$ cat src/rtl/rv32im_bpu.sv
// rtl/rv32im_bpu.sv - direct-mapped branch target buffer with 2-bit counters
//
// Purpose: predicts taken/target for the fetch PC from a direct-mapped BTB,
// trains the BTB from execute-stage resolutions, and reports mispredictions.
//
// Ports:
//   clk_i, rst_i            clock, asynchronous active-high reset
//   fetch_pc_i              PC looked up every cycle
//   pred_hit_o/taken_o      combinational tag hit / taken prediction
//   pred_target_o           predicted next PC (target or fetch_pc_i+4)
//   res_*_i                 resolved branch/jump information from execute
//   flush_i                 invalidates every BTB entry
//   mispredict_o            registered mispredict pulse
//   redirect_pc_o           registered correct next PC
//   mispredict_cnt_o        saturating mispredict count
module rv32im_bpu #(
  parameter int ADDR_WIDTH = 32,
  parameter int ENTRIES    = 16,
  parameter int CNT_WIDTH  = 16
) (
  input  logic                  clk_i,
  input  logic                  rst_i,
  input  logic [ADDR_WIDTH-1:0] fetch_pc_i,
  output logic                  pred_hit_o,
  output logic                  pred_taken_o,
  output logic [ADDR_WIDTH-1:0] pred_target_o,
  input  logic                  res_valid_i,
  input  logic [ADDR_WIDTH-1:0] res_pc_i,
  input  logic                  res_conditional_i,
  input  logic                  res_taken_i,
  input  logic [ADDR_WIDTH-1:0] res_target_i,
  input  logic                  res_pred_taken_i,
  input  logic [ADDR_WIDTH-1:0] res_pred_target_i,
  input  logic                  flush_i,
  output logic                  mispredict_o,
  output logic [ADDR_WIDTH-1:0] redirect_pc_o,
  output logic [CNT_WIDTH-1:0]  mispredict_cnt_o
);

  localparam int IDX   = $clog2(ENTRIES);
  localparam int TAG_W = ADDR_WIDTH - IDX - 2;

  logic [ENTRIES-1:0]    valid_q;
  logic [TAG_W-1:0]      tag_q    [ENTRIES];
  logic [ADDR_WIDTH-1:0] target_q [ENTRIES];
  logic [1:0]            cnt_q    [ENTRIES];

  logic                  mispredict_q, mispredict_d;
  logic [ADDR_WIDTH-1:0] redirect_q, redirect_d;
  logic [CNT_WIDTH-1:0]  mis_cnt_q, mis_cnt_d;

  // Lookup reads only registered state, so a same-cycle update is not seen.
  logic [IDX-1:0]   fidx;
  logic [TAG_W-1:0] ftag;
  assign fidx = fetch_pc_i[IDX+1:2];
  assign ftag = fetch_pc_i[ADDR_WIDTH-1:IDX+2];

  always_comb begin
    pred_hit_o    = valid_q[fidx] && (tag_q[fidx] == ftag);
    pred_taken_o  = pred_hit_o && cnt_q[fidx][1];
    pred_target_o = pred_taken_o ? target_q[fidx] : fetch_pc_i + ADDR_WIDTH'(4);
  end

  // Resolution side
  logic [IDX-1:0]   ridx;
  logic [TAG_W-1:0] rtag;
  logic             res_hit, upd_en, alloc, train, wr_target, mis;
  logic [1:0]       cnt_d;
  logic [ADDR_WIDTH-1:0] actual_pc;

  assign ridx = res_pc_i[IDX+1:2];
  assign rtag = res_pc_i[ADDR_WIDTH-1:IDX+2];

  always_comb begin
    res_hit   = valid_q[ridx] && (tag_q[ridx] == rtag);
    // A coincident flush suppresses all training of the table.
    upd_en    = res_valid_i && !flush_i;
    alloc     = upd_en && !res_hit && res_taken_i;
    train     = upd_en && res_hit;
    wr_target = alloc || (train && res_taken_i);

    cnt_d = cnt_q[ridx];
    if (alloc) begin
      cnt_d = res_conditional_i ? 2'b10 : 2'b11;
    end else if (train) begin
      if (!res_conditional_i) begin
        cnt_d = 2'b11;
      end else if (res_taken_i) begin
        cnt_d = (cnt_q[ridx] == 2'b11) ? 2'b11 : cnt_q[ridx] + 2'd1;
      end else begin
        cnt_d = (cnt_q[ridx] == 2'b00) ? 2'b00 : cnt_q[ridx] - 2'd1;
      end
    end

    actual_pc = res_taken_i ? res_target_i : res_pc_i + ADDR_WIDTH'(4);
    mis = res_valid_i &&
          ((res_pred_taken_i != res_taken_i) ||
           (res_taken_i && (res_pred_target_i != res_target_i)));

    mispredict_d = mis;
    redirect_d   = res_valid_i ? actual_pc : redirect_q;
    mis_cnt_d    = (mis && !(&mis_cnt_q)) ? mis_cnt_q + CNT_WIDTH'(1) : mis_cnt_q;
  end

  always_ff @(posedge clk_i or posedge rst_i) begin
    if (rst_i) begin
      valid_q      <= '0;
      for (int i = 0; i < ENTRIES; i++) cnt_q[i] <= 2'b01;
      mispredict_q <= 1'b0;
      redirect_q   <= '0;
      mis_cnt_q    <= '0;
    end else begin
      if (flush_i) begin
        valid_q <= '0;
      end else if (alloc) begin
        valid_q[ridx] <= 1'b1;
      end
      if (alloc || train) cnt_q[ridx] <= cnt_d;
      mispredict_q <= mispredict_d;
      redirect_q   <= redirect_d;
      mis_cnt_q    <= mis_cnt_d;
    end
  end

  // Tags and targets carry no reset; gating on rst_i keeps a write that
  // races reset from landing, even though valid is cleared anyway.
  always_ff @(posedge clk_i) begin
    if (!rst_i && alloc)     tag_q[ridx]    <= rtag;
    if (!rst_i && wr_target) target_q[ridx] <= res_target_i;
  end

  assign mispredict_o     = mispredict_q;
  assign redirect_pc_o    = redirect_q;
  assign mispredict_cnt_o = mis_cnt_q;

endmodule

$ cat config.mk
export PLATFORM = sky130hd
export DESIGN_NAME = rv32im_bpu
export DESIGN_NICKNAME = d
export VERILOG_FILES = /design/src/rtl/rv32im_bpu.sv
export SDC_FILE = /design/constraint.sdc
export NUM_CORES = 2
export LEC_CHECK = 0
export BUFFER_PORTS_ARGS = -buffer_cell sky130_fd_sc_hd__buf_2
export CAP_MARGIN = 0
export CORE_MARGIN = 2
export CORE_UTILIZATION = 40
export CTS_CLUSTER_SIZE = 10
export DETAILED_ROUTE_END_ITERATION = 16
export PLACE_DENSITY = 0.6
export SETUP_SLACK_MARGIN = 0.02
export SYNTH_ARGS = -nofsm -noshare
export SYNTH_HDL_FRONTEND = slang
export SYNTH_SLANG_ARGS = --single-unit
$ cat constraint.sdc
create_clock -name clk_i -period 14.7 [get_ports clk_i]
set_clock_uncertainty 0.2 [all_clocks]
set_input_delay 2.205 -clock clk_i [delete_from_list [all_inputs] [get_ports clk_i]]
set_output_delay 2.205 -clock clk_i [all_outputs]
set_load 0.05 [all_outputs]
==> out/metrics.yaml <==
hold_path.class: "flip-flop to flip-flop"
hpwl_mm: 87.59
cp_max_fo: 46
fillers: 9653
rsz0062_at_grt: "false"
internal_power_mw: 4.915
yosysSeqAreaShare_pct: 65.38
core_um2: 114700
utilization_pct: 45.89
grtUsageTotal_pct: 24.06
syn_avg_cell_area_um2: 18.28
clkTransAtPathRegs_ns: 0.06
crit_arrival_ns: 7.30
cts_setup_buffers: 0
die_area_um2: 118700
setup_tns_ns: 0
async_flop_share_pct: 9.463
crit_path_frequent_cell: "buf_4"
tightest_slew_ns: 1.289
wirelength_mm: 143.3
synth_edf_count: 928
status: "completed"
synth_area_um2: 46370
crit_required_ns: 12.30
htreeDepth: 3
min_period_over_period_pct: 66.05
final_net_count: 2909
io_pins: 218
tritoncts: "yes"
startpoint_type: "primary input"
p_per_area_nw_per_um2: 123.4
area_growth_pct: 13.46
firstDrtPassIters: 5
pwr-share-seq_pct: 50.1
grt_pass1_wl_mm: 202.0
crit_type: "primary input to output port"
hold_ws_ns: 0.2857
setup_viol: 0
placementRows: 124
netlist_instances: 2537
die_h_um: 344.5
vias_per_cell: 6.158
cap_violations: 0
synth-seq-cells: 1025
leakage_nw: 17.45
max_freq_mhz: 103.0
grt_pass1_vias: 27028
initial_core_util_pct: 40.44
cp_slowest_stage_delay_ns: 0.83
ys_types: 78
ant_nets: 0
timing.rr.start: "tag_q[9][17]"
drcViolationCount: 0
worstPathCellList: "buf_8 -> buf_4 -> mux4_2 -> nor2b_1 -> a211oi_1 -> a21oi_1 -> xor2_1 -> nor4_1 -> nand4_1 -> nor4b_4 -> buf_4 -> mux2_2 -> buf_2"
clock_sinks: 1025
swShare_pct: 24.31
grt_overflow: 0
p_switching_mw: 1.579
drt-initial-drc-count: 3180
syn_nets: 2678
critPathBufInv: 4
final.min_clock_period_ns: 9.710
port-buffer-count: 217
ys.flop_type: "edfxtp_1"
maxSlewViolCount: 0
clockBufferDepth: 3
pwr-share-clk_pct: 40.1
crit_path_start: "fetch_pc_i[2]"
cts_buffers: 115
dieWidth_um: 344.5
ys_warn_count: 0
cts-root-buf: "clkbuf_16"
wire_per_inst_um: 32.81
cp_top_family: "buffers and inverters"
critPathCaptureType: "output port"
place_congestion: 0.9062
power_frac_comb_pct: 9.8
cts-resized-gates: 0
critPathSlowestCell: "nor4_1"
hold_start: "mispredict_cnt_o[11]"
antenna_found_initial: 20
slew_headroom_pct: 13.72
ctsHoldBuffers: 0
drive_above_1_share_pct: 31.81
ir_worst_vdd_v: 0.00009877
finalHoldViolCount: 0
vias: 26892
grt_max_degree: 99
clock_latency_ns: 0.72
-- state kept, by name, indices dropped and copies added (netlist names) --
signal and flops:
target_q 512, tag_q 416, cnt_q 32, redirect_pc_o 32, mispredict_cnt_o 16, valid_q 16, mispredict_o 1
-- cells by family (layout without fill, tap and decap cells) --
| group | Yosys count | count (layout) | synth area share [%] |
|---|---|---|---|
| mux | 592 | 592 | 22.61 |
| other cells | 0 | 4 | 0 |
| xor+xnor | 151 | 151 | 2.852 |
| buf+inv | 190 | 504 | 2.075 |
| simple gates | 364 | 364 | 3.859 |
| fa+ha+maj | 7 | 7 | 0.1835 |
| compound gates | 208 | 208 | 3.044 |
| flops | 1025 | 1025 | 65.38 |
-- worst register-to-register path, stage by stage, from the launching register on --
cell and delay, ns:
edfxtp_1 0.41, mux4_2 0.48, mux2i_1 0.41, xnor2_1 0.15, or4_1 0.41, nor4_1 0.30
o2bb2ai_1 0.18, nor4_2 0.71, or2_1 0.65, nand3_1 0.25, mux2_1 0.37
-- metal layers --
metal | share of wire, % | routed length (um) | vias to the layer above | GRT usage (%)
li1 | - | - | 10821 | -
met1 | 39 | 56480 | 14220 | 32.61
met2 | 48 | 68860 | 1535 | 38.92
met3 | 9.1 | 12990 | 296 | 4.668
met4 | 3.3 | 4797 | 20 | 8.442
met5 | 0.093 | 133 | - | 0
-- area by class of cell --
cell class / count / area [um^2] / area share, %
timing repair buffer: 278 / 1599 / 3.039
clock inverter: 12 / 172.7 / 0.3282
tap: 1512 / 1892 / 3.596
sequential: 1025 / 30310 / 57.62
clock buffer: 188 / 3182 / 6.048
multi-input combinational: 1322 / 15340 / 29.16
antenna: 4 / 10.01 / 0.01903
inverter: 26 / 100.1 / 0.1903
-- worst paths after layout --
| check | endpoint | slack, ns | depth (start not counted) |
|---|---|---|---|
| setup / recovery | pred_target_o[31] | 4.99 | 13 |
| setup reg to reg | cnt_q[9] | 10.06 | 10 |
| hold reg to reg | mispredict_cnt_o[11] | 0.29 | 1 |
| min in group asynchronous | redirect_pc_o[0] | 1.36 | 2 |
| hold / removal | mispredict_cnt_o[11] | 0.29 | 1 |
| max in group asynchronous | mispredict_cnt_o[14] | 11.53 | 3 |
-- through the flow --
| stage | total power [mW] | instances | area [um^2] | setup WS [ns] |
|---|---|---|---|---|
| 5_1_grt | 6.691 | 4364 | 52600 | 4.782 |
| 3_5_place_dp | 3.950 | 4163 | 49250 | 4.929 |
| 3_3_place_gp | 3.935 | 4163 | 49250 | 4.938 |
| 6_report | 6.494 | 4367 | 52610 | 4.990 |
| 2_1_floorplan | 3.711 | 2537 | 46370 | 6.218 |
| 4_1_cts | 6.536 | 4363 | 52600 | 4.911 |
-- placed cells by master (no fill, tap or decap), drive strengths merged, types with 21 or more instances in the layout --
cell,n
clkbuf,189
nor2b,28
dfrtp,81
o21ai,42
mux2,111
a21oi,36
mux2i,129
inv,27
nand2,104
mux4,352
a211oi,24
nor2,92
xnor2,82
buf,277
xor2,69
nand3,45
a31oi,21
edfxtp,928
-- power groups by stage --
stage | combinational [mW] | clock (mW) | sequential (mW)
final | 0.637 | 2.60 | 3.25
after global routing | 0.670 | 2.76 | 3.26
after CTS | 0.638 | 2.64 | 3.25
after detailed placement | 0.637 | 0 | 3.31
after global placement | 0.626 | 0 | 3.31
after floorplan | 0.337 | 0 | 3.37
-- Yosys cell counts, types with 7 or more instances --
library cell / instances / area (um^2)
buf_2: 39 / 195.2
xor2_1: 69 / 604.3
and3_1: 17 / 106.4
mux4_2: 350 / 7883
xnor2_1: 82 / 718.2
mux2_1: 29 / 326.6
a211oi_1: 23 / 172.7
edfxtp_1: 928 / 27870
a22o_1: 14 / 122.6
o22ai_1: 16 / 100.1
buf_4: 8 / 60.06
nor2b_1: 28 / 175.2
nand4_1: 18 / 112.6
dfstp_2: 16 / 420.4
a221oi_1: 7 / 61.31
buf_6: 10 / 112.6
clkbuf_1: 76 / 285.3
buf_1: 23 / 86.33
mux2i_1: 129 / 1291
a22oi_1: 15 / 112.6
mux2_2: 80 / 900.9
nand3_1: 39 / 195.2
a21oi_1: 36 / 180.2
nor4_1: 14 / 87.58
inv_1: 25 / 93.84
nand2_1: 103 / 386.6
a31oi_1: 21 / 131.4
nor2_1: 92 / 345.3
o21ai_0: 42 / 210.2
nor3_1: 19 / 95.09
dfrtp_1: 81 / 2027
(Power assumes the default switching activity.)
